[src/rtl/irq_sequencer.sv]
// rtl/irq_sequencer.sv - interrupt flag/enable registers, IME control and vector dispatch sequencer (option: IRQ_CANCEL_EN)
module irq_sequencer (
  input  logic       CLK,
  input  logic       RES,
  input  logic [4:0] IRQ_TRIG,
  input  logic [7:0] DIN,
  input  logic       IE_WE,
  input  logic       IF_WE,
  output logic [7:0] IE_Q,
  output logic [7:0] IF_Q,
  input  logic       EI_REQ,
  input  logic       DI_REQ,
  input  logic       RETI_REQ,
  input  logic       INSTR_END,
  output logic       IME_Q,
  output logic       WAKE,
  output logic       INT_PEND,
  input  logic       INT_TAKE,
  input  logic       VEC_SAMPLE,
  output logic [7:0] VEC,
  output logic [7:0] CPU_IRQ_ACK
);

  localparam logic [1:0] ST_IDLE     = 2'd0;
  localparam logic [1:0] ST_DISPATCH = 2'd1;
  localparam logic [1:0] ST_ACK      = 2'd2;

  logic [7:0] ie_r;
  logic [4:0] if_r;
  logic       ime_r;
  logic       ei_armed;
  logic [1:0] state;
  logic [7:0] vec_r;
  logic [4:0] ack_r;

  logic [4:0] pending;
  logic [2:0] sel_idx;
  logic       sel_valid;
  logic [2:0] use_idx;
  logic       use_valid;
  logic       take;
  logic       fire;
  logic [4:0] use_mask;
  logic [4:0] if_next;

  // Requests that are both flagged and enabled; lowest index wins
  always_comb begin
    pending   = ie_r[4:0] & if_r;
    sel_idx   = 3'd0;
    sel_valid = 1'b0;
    for (int i = 4; i >= 0; i--) begin
      if (pending[i]) begin
        sel_idx   = 3'(i);
        sel_valid = 1'b1;
      end
    end
  end

  assign WAKE     = |pending;
  assign INT_PEND = ime_r & WAKE & (state == ST_IDLE);
  assign take     = (state == ST_IDLE) & INT_TAKE & INT_PEND;
  assign fire     = (state == ST_DISPATCH) & VEC_SAMPLE;

`ifdef IRQ_CANCEL_EN
  // Priority is resolved late, so a vanished request cancels the dispatch
  always_comb begin
    use_idx   = sel_idx;
    use_valid = sel_valid;
  end
`else
  logic [2:0] idx_lat;

  // Index frozen at dispatch start; later IE/IF changes cannot redirect it
  always_ff @(posedge CLK or posedge RES) begin
    if (RES)       idx_lat <= 3'd0;
    else if (take) idx_lat <= sel_idx;
  end

  // Latched index is always a real source
  always_comb begin
    use_idx   = idx_lat;
    use_valid = 1'b1;
  end
`endif

  assign use_mask = use_valid ? (5'b00001 << use_idx) : 5'b00000;

  // IF update: write or acknowledge clear, with live requests always winning
  always_comb begin
    if_next = if_r;
    if (IF_WE)     if_next = DIN[4:0];
    else if (fire) if_next = if_r & ~use_mask;
    if_next = if_next | IRQ_TRIG;
  end

  // Flag and enable registers
  always_ff @(posedge CLK or posedge RES) begin
    if (RES) begin
      ie_r <= 8'h00;
      if_r <= 5'h00;
    end else begin
      if (IE_WE) ie_r <= DIN;
      if_r <= if_next;
    end
  end

  // Master enable and delayed-EI tracking; DI and dispatch start take precedence
  always_ff @(posedge CLK or posedge RES) begin
    if (RES) begin
      ime_r    <= 1'b0;
      ei_armed <= 1'b0;
    end else if (DI_REQ || take) begin
      ime_r    <= 1'b0;
      ei_armed <= 1'b0;
    end else begin
      if (RETI_REQ || (ei_armed && INSTR_END)) ime_r <= 1'b1;
      ei_armed <= EI_REQ | (ei_armed & ~INSTR_END);
    end
  end

  // Dispatch FSM with vector resolve and one-cycle acknowledge pulse
  always_ff @(posedge CLK or posedge RES) begin
    if (RES) begin
      state <= ST_IDLE;
      vec_r <= 8'h00;
      ack_r <= 5'h00;
    end else begin
      case (state)
        ST_IDLE: begin
          ack_r <= 5'h00;
          if (take) state <= ST_DISPATCH;
        end
        ST_DISPATCH: begin
          if (fire) begin
            state <= ST_ACK;
            vec_r <= use_valid ? (8'h40 + {2'b00, use_idx, 3'b000}) : 8'h00;
            ack_r <= use_mask;
          end
        end
        ST_ACK: begin
          state <= ST_IDLE;
          ack_r <= 5'h00;
        end
        default: begin
          state <= ST_IDLE;
          ack_r <= 5'h00;
        end
      endcase
    end
  end

  assign IE_Q        = ie_r;
  assign IF_Q        = {3'b111, if_r};
  assign IME_Q       = ime_r;
  assign VEC         = vec_r;
  assign CPU_IRQ_ACK = {3'b000, ack_r};

endmodule

[config.mk]
export PLATFORM = sky130hd
export DESIGN_NAME = irq_sequencer
export DESIGN_NICKNAME = d
export VERILOG_FILES = /design/src/rtl/irq_sequencer.sv
export SDC_FILE = /design/constraint.sdc
export NUM_CORES = 1
export LEC_CHECK = 0
export CAP_MARGIN = 20
export CORE_ASPECT_RATIO = 0.9
export CORE_UTILIZATION = 41
export DETAILED_ROUTE_END_ITERATION = 10
export PLACE_DENSITY = 0.79
export SLEW_MARGIN = 20
export SYNTH_ARGS = -nofsm -noshare
export SYNTH_HDL_FRONTEND = slang
export SYNTH_SLANG_ARGS = --single-unit
[constraint.sdc]
create_clock -name CLK -period 1.7 [get_ports CLK]
set_input_delay 0.34 -clock CLK [delete_from_list [all_inputs] [get_ports CLK]]
set_output_delay 0.34 -clock CLK [all_outputs]
set_load 0.03 [all_outputs]
* After elaboration in Yosys (flattened, before gate mapping)
Cells that the tools add are included.
Storage, ports and cells: bits in registers 33, input port bits 23, output and inout port bits 35, word-level logic and storage cells 48
Cells by class: add/subtract/negate cells 1, equality and inequality tests 3, shift-type cells 1, multiplexer cells 15, bitwise gates (word level) 12, reductions and logical operators 8
Operator list (number):
- $mux 5 | 4
- $mux 3 | 5
- $and 5x5->5 | 2
- $add 7x6->8 const A | 1
- $and 1x1->1 | 6
- $not 5->5 | 1
- $or 5x5->5 | 1
- $reduce_or 5->1 | 1
- $shl 1x3->5 const A | 1
- $mux 2 | 2
- $ne 2x2->1 const B | 2
- $pmux 2 s2 | 1
- $reduce_and 2->1 | 2
- $mux 1 | 3
- $eq 2x1->1 const B | 1
- $logic_not 2->1 | 1
- $logic_or 1x1->1 | 2
- $reduce_bool 2->1 | 1
- $logic_and 1x1->1 | 1
- $not 1->1 | 1
- $or 1x1->1 | 1

* Longest topological paths before layout
Gate-level depths: netlist of run 1.
depth after elaboration 7, depth in mapped cells 4, mapped depth without buffers 3

* Least setup slack after synthesis of run 1
Ideal clock, no wire load.
path kind register -> output, from reg if_r[1], to out INT_PEND, arrival 1.621 ns, required time 1.360 ns, slack -0.261 ns, stages on the path, launching flop included 4, buffers on the path 0, cell sequence dfrtp_1 > a22o_1 > or3_1 > and3_1
On the way: cells in the longest elaborated chain, start to end 4
RTL lines:
- from (decl) | RTL line 29 | logic [4:0] if_r;
- from (signal assigned) | RTL line 103 | if_r <= if_next;
- $and 5x5->5 | RTL line 48 | pending = ie_r[4:0] & if_r;
- $reduce_or 5->1 | RTL line 59 | assign WAKE = |pending;
- named net WAKE | RTL line 16 | output logic WAKE,
- $and 1x1->1 (2 in series) | RTL line 60 | assign INT_PEND = ime_r & WAKE & (state == ST_IDLE);
- to (decl) | RTL line 17 | output logic INT_PEND,
The timed path passes the listed nets, and every way through them passes these cells.

* Final worst setup path of run 1
from reg if_r[1], to out INT_PEND
On the way: cells in the longest elaborated chain, start to end 4
RTL lines (RTL line):
- $and 5x5->5 | 48
- $reduce_or 5->1 | 59
- $and 1x1->1 (2 in series) | 60
No other way between the ends.

==> parameters.txt, run 1 <==
Parameter                              Value

Clock tree
  Maximum number of buffers from clock root to sink ... 2
  Skew-Pair Late Insertion Delay ... around 0.33 ns
  CTS tree ... yes
  Sinks on Clock Net ... 29
  Count of H-tree levels built during CTS ... 2
  Clock buffer count from CTS ... 5
  Clock slew at the register clock pins of the worst setup and hold paths ... about 0.08 ns
  Number of hold-repair buffers added at the cts stage ... 0
  Buffer type at the clock tree root ... sky130_fd_sc_hd__clkbuf_4

Synthesis
  Average size of a mapped cell ... 11.2 µm²
  Synthesized instance count ... around 120
  Dominant synthesized flop cell ... sky130_fd_sc_hd__dfrtp_1
  Number of synthesized register bits ... 29
  Main area contributors after synthesis ... sky130_fd_sc_hd__dfrtp_1 (57%), sky130_fd_sc_hd__mux2_2 (7.0%), sky130_fd_sc_hd__buf_4 (5.9%)
  Number of different library cells in the post-synthesis netlist ... 31
  Sequential share of the synthesized area ... 56.6%
  Mapped cell area ... 1280 µm²
  Share of flip-flops with an asynchronous set or reset ... 100%
  Cell taking the most area after synthesis ... sky130_fd_sc_hd__dfrtp_1
  EDFF count, synth ... 0
  Fraction of synthesized cell area taken by the top area cell type ... 56.6%
  Leading cell types by count after synthesis ... sky130_fd_sc_hd__dfrtp_1 (29), sky130_fd_sc_hd__buf_4 (10), sky130_fd_sc_hd__o21ai_0 (9)
  Yosys warning total ... 0
  Most instantiated library cell after synthesis ... sky130_fd_sc_hd__dfrtp_1

Timing
  Count of final setup violators ... 2
  Period utilization ... 118%
  Max-Slew Margin vs Limit ... 51.7%
  Worst Max-Slew Pin Slew ... around 0.72 ns
  Clock Skews ... 0.00425 ns
  Fmax ... 497 MHz
  Setup Total Neg Slack ... -0.583 ns
  Worst Slack Setup Final ... -0.311 ns
  Number of hold-slack violations in the final timing report ... 0
  Min Clock Period, post-route ... 2.01 ns
  Unrepaired setup endpoints after global routing ... yes
  Pins over their slew limit ... 0

Layout
  Fraction of final layout cells sized beyond drive strength 1 ... ~23%
  Layout-stage area growth over the synthesis result ... 52.1%
  Inserted Diodes ... 0
  Number of fill cells ... 238
  Register area ... 731 µm²
  Final-stage net count ... slightly above 200
  Non-Filler Cell Area, Final ... around 2000 µm²
  Area of the multi-input gates ... between 400 and 500 µm²

Setup path
  CP Launch Type ... flip-flop
  Arrival time at the worst endpoint ... between 1.5 and 2 ns
  Max Fanout on Critical Path ... 2
  CP Class ... flip-flop to output port
  Ordered list of cells on the worst path ... a22o_1 > or3_4 > and3_4 > buf_6
  CP required ... 1.36 ns
  Critical-path top delay cell ... sky130_fd_sc_hd__dfrtp_2
  Setup crit end kind ... output port
  Longest individual stage delay on the worst path ... approximately 0.41 ns

Drt
  Final routed wire length divided by cell count ... 14.3 µm
  Antenna Nets Post-Route ... 0
  Initial DRC Count ... 28
  DRC violation count after routing ... 0
  Number of iterations in the first detailed-routing pass ... 4
  Routed wire length ... between 3000 and 4000 µm
  Per-cell via count in the routed design ... 4.98
  Routed via count ... 1,110

Placement
  Quantity of I/O buffers inserted on ports ... 47
  HPWL reported at the end of detailed placement ... 2390 µm
  Area of placed instances ... 1880 µm²
  Weighted congestion at the end of routability-driven global placement ... 0.854

Power
  Static leakage ... a little under 1 nW
  Peak VDD IR ... a little under 0.0007 V
  Power per cell area ... 1020 nW/µm²

Die
  Die Span Y ... 55.1 µm
  Rows ... 18
  IO Pins ... 58
  Overall die area ... 3360 µm²
  Starting density of the core ... 44.8%
  Core area ... approximately 2900 µm²
  Die Span X ... approximately 61 µm

Job
  Count of maximum capacitance violations ... 0

Outcome
  Violations in the final reports ... negative setup slack
  Run status ... finished, violations left

Global routing
  Antenna violations before repair ... 0
  Maximum number of pins on one net before global-route repair ... 30
  Remaining Overflow, GRT ... 0
  Overall fraction of global-route tracks in use ... 21.0%
  Vias in the first global route ... 1,126
  Wire length of the first global-routing pass ... a little under 5000 µm

Min path
  Path category of the worst min-delay check ... input port to async pin
## area by class of cell
type,count,share of cell area [%]
well taps,40,2.57
inverters,6,1.15
flip-flops and latches,29,37.5
clock buffers,8,3.01
repair buffers,66,31.0
multi-input cells,74,24.8
## through the flow
stage	setup WS [ns]	power (mW)	hold slack, ns	instances	utilization [%]
floorplan	-0.0445	1.28	0.413	123	-
global placement	-0.401	1.56	0.451	213	65.9
detailed placement	-0.434	1.60	0.471	213	65.9
CTS	-0.336	1.99	0.382	222	67.3
global route	-0.368	2.08	0.401	223	68.2
finish	-0.311	1.98	0.376	223	68.2
## routing by layer
layer / share of wire (%) / GRT usage, % / vias up
met5: 0 / 0 / -
met4: 1.4 / 7.58 / 0
met3: 6.6 / 7.44 / 5
met2: 49 / 37.4 / 53
met1: 43 / 23.4 / 528
li1: - / - / 524
## placed cells by master (no fill, tap or decap), types with 2 or more instances in the layout
cell and count:
sky130_fd_sc_hd__nand2_1 6, sky130_fd_sc_hd__dfrtp_2 4, sky130_fd_sc_hd__nor2_1 4, sky130_fd_sc_hd__conb_1 10, sky130_fd_sc_hd__clkdlybuf4s50_1 22, sky130_fd_sc_hd__a22o_1 3, sky130_fd_sc_hd__nand3b_1 2, sky130_fd_sc_hd__a21oi_1 7
sky130_fd_sc_hd__buf_6 2, sky130_fd_sc_hd__nor3_1 2, sky130_fd_sc_hd__o41ai_1 3, sky130_fd_sc_hd__nand2b_1 3, sky130_fd_sc_hd__o21ai_0 9, sky130_fd_sc_hd__mux2_2 8, sky130_fd_sc_hd__dfrtp_1 25, sky130_fd_sc_hd__clkbuf_1 2
sky130_fd_sc_hd__buf_4 19, sky130_fd_sc_hd__clkbuf_4 5, sky130_fd_sc_hd__a32o_1 2, sky130_fd_sc_hd__a21o_1 2, sky130_fd_sc_hd__inv_1 6, sky130_fd_sc_hd__dlygate4sd2_1 18, sky130_fd_sc_hd__nor4_1 2, sky130_fd_sc_hd__dlymetal6s2s_1 5
## state kept, by name, summed over array words and instances (netlist names)
register / flops
IE_Q: 8
ack_r: 5
if_r: 5
VEC: 4
idx_lat: 3
state: 2
IME_Q: 1
ei_armed: 1
## critical path, delay by kind of cell, from the launching register on
family,cells,cell delay [ns]
buffers and inverters,1,0.13
AND/OR/NAND/NOR,2,0.55
flip-flops,1,0.41
AO/OA/AOI/OAI,1,0.25
## path summary, 6_finish.rpt
path / cells after the start / startpoint / endpoint / slack (ns)
max in group asynchronous: 3 / RES / if_r[0] / 1.04
hold / removal: 3 / RES / if_r[3] / 0.38
hold reg to reg: 1 / VEC[6] / VEC[6] / 0.47
min in group CLK: 1 / VEC[6] / VEC[6] / 0.47
setup / recovery: 4 / if_r[1] / INT_PEND / -0.31
setup reg to reg: 4 / if_r[1] / state[0] / 0.22
## repair_timing
item | 4_1_cts | 5_1_grt
setup endpoints to repair | 20 | 7
buffers inserted | 1 | 1
gates resized for setup | 30 | 8
pin swaps | 1 | 1
## logic make-up after synthesis
logic type / Yosys count / share of synthesized area (%)
buf+inv: 20 / 8.88
other cells: 2 / 0.586
simple gates: 25 / 10.8
mux: 8 / 7.02
compound gates: 31 / 16.1
flops: 29 / 56.6
## report_power, final
part	switching, mW	internal, mW	leakage (nW)
clock	0.219	0.204	0.0326
combinational	0.387	0.274	0.588
sequential	0.102	0.796	0.350
(Power assumes the default switching activity.)
==> run 2: changes to the inputs <==
--- a/config.mk
+++ b/config.mk
@@ -7,6 +7,7 @@
 export LEC_CHECK = 0
 export CAP_MARGIN = 20
 export CORE_ASPECT_RATIO = 0.9
+export CORE_MARGIN = 2
 export CORE_UTILIZATION = 41
 export DETAILED_ROUTE_END_ITERATION = 10
 export PLACE_DENSITY = 0.79
==> run 2 against run 1 <==
Effect of this change: the flow still finishes with violations (negative setup slack); final area increased by 0.71%; total power rose by 7.3%; wire length shrank 1.5%; hold slack lost 0.0024 ns; critical path depth unchanged; worst setup slack better by 0.0090 ns; non-clock buffer count up 1; global-route usage decreased by 2.2 points; sequential power is 0.6% lower; largest cell class unchanged; highest routed layer unchanged.
==> parameters.txt, run 2 (synthesis gave the netlist of run 1 again) <==
Parameter                              Value

Timing
  Worst Slack Setup Final ... -0.302 ns (+0.00898 ns)
  Unrepaired setup endpoints after global routing ... yes
  Min Clock Period, post-route ... 2.00 ns (-0.00898 ns)
  Number of hold-slack violations in the final timing report ... 0 (unchanged)
  Period utilization ... 118% (-0.53 points)
  Pins over their slew limit ... 0 (unchanged)
  Count of final setup violators ... 2 (unchanged)
  Clock Skews ... 0.00616 ns (+0.00191 ns)
  Max-Slew Margin vs Limit ... 45.8% (-5.9 points)
  Fmax ... 499 MHz (+0.45%)
  Worst Max-Slew Pin Slew ... 0.811 ns (+0.0880 ns)

Setup path
  CP Class ... flip-flop to output port
  Critical-path top delay cell ... sky130_fd_sc_hd__dfrtp_1
  CP required ... 1.36 ns (about the same)
  CP Launch Type ... flip-flop
  Longest individual stage delay on the worst path ... 0.40 ns (about the same)
  Category of cells accounting for the largest share of critical-path delay ... simple AND/OR/NAND/NOR gates
  Max Fanout on Critical Path ... 2 (unchanged)
  Arrival time at the worst endpoint ... 1.66 ns (about the same)
  Setup crit end kind ... output port
  Ordered list of cells on the worst path ... a22o_1 > or3_4 > and3_4 > buf_6
  Count of buffer and inverter cells on the critical path ... 1 (unchanged)
  Worst reg2reg setup slack ... 0.25 ns (+0.03 ns)

Die
  Overall die area ... 3590 µm² (+7.0%)
  IO Pins ... 58 (unchanged)
  Die Span X ... 63.0 µm (+3.3%)
  Starting density of the core ... 42.5% (-2.4 points)
  Rows ... 19 (+1)
  Die Span Y ... 57.1 µm (+3.6%)
  Core area ... 3020 µm² (+5.6%)

Drt
  Met3 routed wirelength ... 242 µm (+16%)
  Routed length on met2 ... 1460 µm (-6.8%)
  Routed wire length ... 3140 µm (-1.5%)
  Final routed wire length divided by cell count ... 13.9 µm (-2.8%)
  Number of iterations in the first detailed-routing pass ... 4 (unchanged)
  Antenna Nets Post-Route ... 0 (unchanged)
  Top layer reached by signal wires ... met4
  Per-cell via count in the routed design ... 5.01 (+0.63%)
  Routed length on met1 ... 1380 µm (+1.3%)
  Routed via count ... 1,132 (+2.0%)
  Initial DRC Count ... 18 (-36%)
  DRC violation count after routing ... 0 (unchanged)

Layout
  Inserted Diodes ... 0 (unchanged)
  Fraction of final layout cells sized beyond drive strength 1 ... 24.5% (+1.5 points)
  Register area ... 731 µm² (unchanged)
  Non-Filler Cell Area, Final ... 1960 µm² (+0.71%)
  Area of the multi-input gates ... 483 µm² (unchanged)
  Leading cell type in the layout, fill and taps excluded ... sky130_fd_sc_hd__dfrtp_1
  Layout-stage area growth over the synthesis result ... 53.2%
  Final-stage net count ... 206 (+0.49%)
  Post-layout utilization of the core ... 65.1% (-3.1 points)
  Commonest non-fill, non-tap cells in the layout ... sky130_fd_sc_hd__dfrtp_1 (25), sky130_fd_sc_hd__clkdlybuf4s50_1 (22), sky130_fd_sc_hd__dlygate4sd2_1 (22), sky130_fd_sc_hd__buf_4 (20), sky130_fd_sc_hd__conb_1 (10)
  Max FFs per register ... 8 (unchanged)
  Number of fill cells ... 262 (+10%)

Clock tree
  Count of H-tree levels built during CTS ... 2 (unchanged)
  Sinks on Clock Net ... 29 (unchanged)
  Clock buffer count from CTS ... 5 (unchanged)
  Skew-Pair Late Insertion Delay ... 0.33 ns (about the same)
  Maximum number of buffers from clock root to sink ... 2 (unchanged)
  Buffer type at the clock tree root ... sky130_fd_sc_hd__clkbuf_4
  Clock slew at the register clock pins of the worst setup and hold paths ... 0.09 ns (about the same)
  CTS tree ... yes

Power
  Static leakage ... 0.936 nW (-3.5%)
  Power per cell area ... 1080 nW/µm² (+6.6%)
  Total power ... 2.13 mW (+7.3%)
  Peak VDD IR ... 0.000547 V (-19%)

Global routing
  Wire length of the first global-routing pass ... 5180 µm (+7.4%)
  Overall fraction of global-route tracks in use ... 18.8% (-2.2 points)
  Antenna violations before repair ... 0 (unchanged)
  Remaining Overflow, GRT ... 0 (unchanged)
  Vias in the first global route ... 1,130 (+0.36%)
  Maximum number of pins on one net before global-route repair ... 30 (unchanged)

Placement
  Quantity of I/O buffers inserted on ports ... 47 (unchanged)
  Area of placed instances ... 1890 µm² (+0.13%)
  Weighted congestion at the end of routability-driven global placement ... 0.850 (-0.53%)
  HPWL reported at the end of detailed placement ... 2360 µm (-1.3%)
  DP Worst Slack ... -0.407 ns (+0.0272 ns)

Min path
  Path category of the worst min-delay check ... input port to async pin

Job
  Count of maximum capacitance violations ... 0 (unchanged)

Outcome
  Violations in the final reports ... negative setup slack
  Run status ... finished, violations left
## run 2: changes by cell type in the layout (fill, tap and decap cells not counted)
cell                             previous run  this run
sky130_fd_sc_hd__bufinv_16                  0         1
sky130_fd_sc_hd__buf_4                     19        20
sky130_fd_sc_hd__clkbuf_1                   2         1
sky130_fd_sc_hd__clkbuf_2                   0         1
sky130_fd_sc_hd__dlymetal6s2s_1             5         0
sky130_fd_sc_hd__dlygate4sd2_1             18        22
## run 2: worst min-delay path, cell delays in order
cell and delay, ns:
sky130_fd_sc_hd__clkdlybuf4s50_1 0.40, sky130_fd_sc_hd__inv_1 0.05, sky130_fd_sc_hd__buf_4 0.32
## run 2: through the flow
step / hold slack [ns] / setup TNS [ns] / std cells
after floorplan: 0.413 / -0.0445 / 123
after global placement: 0.450 / -0.594 / 215
after detailed placement: 0.456 / -0.667 / 215
after CTS: 0.380 / -0.593 / 225
after global routing: 0.440 / -0.641 / 226
final: 0.373 / -0.566 / 226
## run 2: what timing repair did
item | CTS | global route
hold endpoints to repair | 0 | 0
setup endpoints to repair | 25 | 3
buffers inserted | 2 | 1
pin swaps | 3 | 0
gates resized for setup | 37 | 2
hold buffers | 0 | 0
## run 2: power breakdown
group / switching, mW / internal [mW] / total (mW)
registers: 0.0970 / 0.796 / 0.893
clock network: 0.233 / 0.351 / 0.584
logic: 0.383 / 0.267 / 0.650
total: 0.714 / 1.41 / 2.13
## run 2: layout make-up
type / instances / area share (%)
well taps: 42 / 2.68
repair buffers: 67 / 30.1
flip-flops and latches: 29 / 37.2
multi-input cells: 74 / 24.6
clock inverters: 1 / 1.53
clock buffers: 7 / 2.80
inverters: 6 / 1.15
## run 2: worst paths after layout
check | from | end | depth (start not counted)
setup / recovery | IE_Q[2] | INT_PEND | 4
hold / removal | RES | ack_r[0] | 3
setup reg to reg | IE_Q[1] | state[0] | 4
hold reg to reg | VEC[6] | VEC[6] | 1
max in group asynchronous | RES | IE_Q[1] | 3
min in group CLK | VEC[6] | VEC[6] | 1
## run 2: metal layers
layer | vias up | global-route usage (%)
met3 | 7 | 4.93
met1 | 539 | 24.1
li1 | 527 | -
met2 | 59 | 29.9
met5 | - | 0
met4 | 0 | 9.52
==> run 3: changes to the inputs <==
==> constraint.sdc (replaced) <==
create_clock -name CLK -period 1.7 [get_ports CLK]
set_input_delay 0.34 -clock CLK [delete_from_list [all_inputs] [get_ports CLK]]
set_output_delay 0.34 -clock CLK [all_outputs]
set_load 0.02 [all_outputs]
==> run 3 against run 2 <==
Effect of this change: the run still ends with negative setup slack left; count of clock-buffer cells in the layout is the same; clock skew grew 0.0020 ns; worst setup slack gained 0.019 ns; first-iteration DRC count grew 56%; critical path depth is the same; wire length shrank 5.5%; largest cell class unchanged; highest routed layer unchanged.
==> parameters.txt, run 3 (synthesis gave the netlist of run 1 again) <==
Parameter                              Value

Outcome
  Run status ... finished, violations left
  Violations in the final reports ... negative setup slack

Clock tree
  Number of hold-repair buffers added at the cts stage ... 0 (unchanged)
  Sinks on Clock Net ... 29 (unchanged)
  Clock buffer count from CTS ... 5 (unchanged)
  CTS tree ... yes
  Count of H-tree levels built during CTS ... 2 (unchanged)
  Maximum number of buffers from clock root to sink ... 2 (unchanged)
  Skew-Pair Late Insertion Delay ... 0.33 ns (about the same)
  Clock slew at the register clock pins of the worst setup and hold paths ... 0.09 ns (about the same)
  Buffer type at the clock tree root ... sky130_fd_sc_hd__clkbuf_4

Drt
  Routed wire length ... 2960 µm (-5.5%)
  Number of iterations in the first detailed-routing pass ... 4 (unchanged)
  Antenna Nets Post-Route ... 0 (unchanged)
  Per-cell via count in the routed design ... 4.75 (-5.2%)
  Final routed wire length divided by cell count ... 13.3 µm (-3.8%)
  Routed via count ... 1,054 (-6.9%)
  Initial DRC Count ... 28 (+10)
  DRC violation count after routing ... 0 (unchanged)

Die
  Starting density of the core ... 42.5% (unchanged)
  IO Pins ... 58 (unchanged)
  Core area ... 3020 µm² (unchanged)
  Die Span X ... 63.0 µm (unchanged)
  Overall die area ... 3590 µm² (unchanged)
  Die Span Y ... 57.1 µm (unchanged)
  Rows ... 19 (unchanged)

Timing
  Worst Slack Setup Final ... -0.283 ns (+0.0194 ns)
  Worst Max-Slew Pin Slew ... 0.719 ns (-0.0913 ns)
  Fmax ... 504 MHz (+0.98%)
  Period utilization ... 117% (-1.1 points)
  Count of final setup violators ... 2 (unchanged)
  Number of hold-slack violations in the final timing report ... 0 (unchanged)
  Unrepaired setup endpoints after global routing ... yes
  Min Clock Period, post-route ... 1.98 ns (-0.0194 ns)
  Pins over their slew limit ... 0 (unchanged)
  Max-Slew Margin vs Limit ... 51.9% (+6.1 points)
  Clock Skews ... 0.00820 ns (+0.00204 ns)

Layout
  Post-layout utilization of the core ... 64.6% (-0.41 points)
  Fraction of final layout cells sized beyond drive strength 1 ... 20.6% (-3.9 points)
  Area of the multi-input gates ... 483 µm² (unchanged)
  Commonest non-fill, non-tap cells in the layout ... sky130_fd_sc_hd__clkdlybuf4s50_1 (32), sky130_fd_sc_hd__dfrtp_1 (28), sky130_fd_sc_hd__buf_4 (16), sky130_fd_sc_hd__conb_1 (10), sky130_fd_sc_hd__dlygate4sd2_1 (10)
  Inserted Diodes ... 0 (unchanged)
  Register area ... 727 µm² (-0.51%)
  Leading cell type in the layout, fill and taps excluded ... sky130_fd_sc_hd__clkdlybuf4s50_1
  Layout-stage area growth over the synthesis result ... 52.2%
  Final-stage net count ... 202 (-1.9%)
  Max FFs per register ... 8 (unchanged)
  Filler-free cell count of the finished design ... 222 (-1.8%)
  Number of fill cells ... 259 (-1.1%)

Power
  Portion of total power attributed to the clock network ... 28.5% (+1.0 points)
  Register share of total power ... 43.0% (+1.0 points)
  P_sw ... 638 µW (-11%)
  Power per cell area ... 1060 nW/µm² (-2.0%)
  Switching power share of the total ... 30.8% (-2.8 points)
  Static leakage ... 0.910 nW (-2.8%)
  Relative contribution of combinational cells to total power ... 28.6% (-2.0 points)
  Peak VDD IR ... 0.000660 V (+21%)
  Internal power of the cells ... 1.43 mW (+1.4%)

Setup path
  Critical-path top delay cell ... sky130_fd_sc_hd__dfrtp_2
  Arrival time at the worst endpoint ... 1.64 ns (-0.02 ns)
  Ordered list of cells on the worst path ... a22o_1 > or3_4 > and3_4 > buf_6
  Setup crit end kind ... output port
  CP required ... 1.36 ns (about the same)
  Category of cells accounting for the largest share of critical-path delay ... simple AND/OR/NAND/NOR gates
  CP Class ... flip-flop to output port
  Longest individual stage delay on the worst path ... 0.41 ns (about the same)
  CP Launch Type ... flip-flop
  Max Fanout on Critical Path ... 2 (unchanged)
  Count of buffer and inverter cells on the critical path ... 1 (unchanged)

Placement
  Weighted congestion at the end of routability-driven global placement ... 0.821 (-3.4%)
  HPWL reported at the end of detailed placement ... 2260 µm (-4.4%)
  Cell count after placement ... 213 (-0.93%)
  Quantity of I/O buffers inserted on ports ... 47 (unchanged)

Job
  Count of maximum capacitance violations ... 0 (unchanged)

Global routing
  Wire length of the first global-routing pass ... 4860 µm (-6.1%)
  Maximum number of pins on one net before global-route repair ... 30 (unchanged)
  Vias in the first global route ... 1,080 (-4.4%)
  Antenna violations before repair ... 0 (unchanged)
  Overall fraction of global-route tracks in use ... 18.0% (-0.85 points)
  Remaining Overflow, GRT ... 0 (unchanged)

Min path
  Path category of the worst min-delay check ... input port to async pin
## run 3: tightest hold or removal path, delay by kind of cell
kind / cells / cell delay (ns)
buffers and inverters: 3 / 0.77
## run 3: per-stage QoR
stage	setup TNS, ns	setup WS, ns	total power [mW]	instance area [µm²]	hold slack [ns]
5_1_grt	-0.563	-0.347	2.19	1950	0.411
2_1_floorplan	0	0.0252	1.21	1320	0.413
4_1_cts	-0.469	-0.300	2.09	1940	0.393
3_3_place_gp	-0.487	-0.315	1.49	1870	0.450
3_5_place_dp	-0.532	-0.335	1.51	1870	0.461
6_report	-0.435	-0.283	2.07	1950	0.382
## run 3: power by group through the flow
stage	Clock [mW]	Combinational (mW)	Sequential, mW
6_report	0.589	0.592	0.890
5_1_grt	0.644	0.638	0.905
4_1_cts	0.600	0.597	0.892
3_5_place_dp	0	0.605	0.906
3_3_place_gp	0	0.594	0.894
2_1_floorplan	0	0.244	0.968
## run 3: repair_timing
action	CTS	global route
pin swaps	3	2
gates resized for setup	20	3
buffers inserted	1	0
setup endpoints to repair	12	5
## run 3: final timing paths
| check | startpoint | end | slack (ns) | cells past startpoint |
|---|---|---|---|---|
| worst max-delay path | if_r[1] | INT_PEND | -0.28 | 4 |
| worst min-delay path | RES | if_r[4] | 0.38 | 3 |
| worst max register to register | if_r[1] | state[0] | 0.27 | 4 |
| worst min register to register | VEC[6] | VEC[6] | 0.48 | 1 |
| max in group asynchronous | RES | if_r[1] | 1.04 | 3 |
| min in group CLK | VEC[6] | VEC[6] | 0.48 | 1 |
## run 3: metal layers
metal / global-route usage [%] / part of all wire [%]
met5: 0 / 0
met1: 22.2 / 44
met2: 28.0 / 46
met4: 6.35 / 1.3
met3: 8.48 / 8.2
## run 3: area by class of cell
type / count / area share [%]
Timing Repair Buffer: 63 / 29.8
Sequential cell: 29 / 37.2
Tap cell: 42 / 2.69
Multi-Input combinational cell: 74 / 24.7
Inverter: 6 / 1.15
Clock buffer: 7 / 2.82
Clock inverter: 1 / 1.54
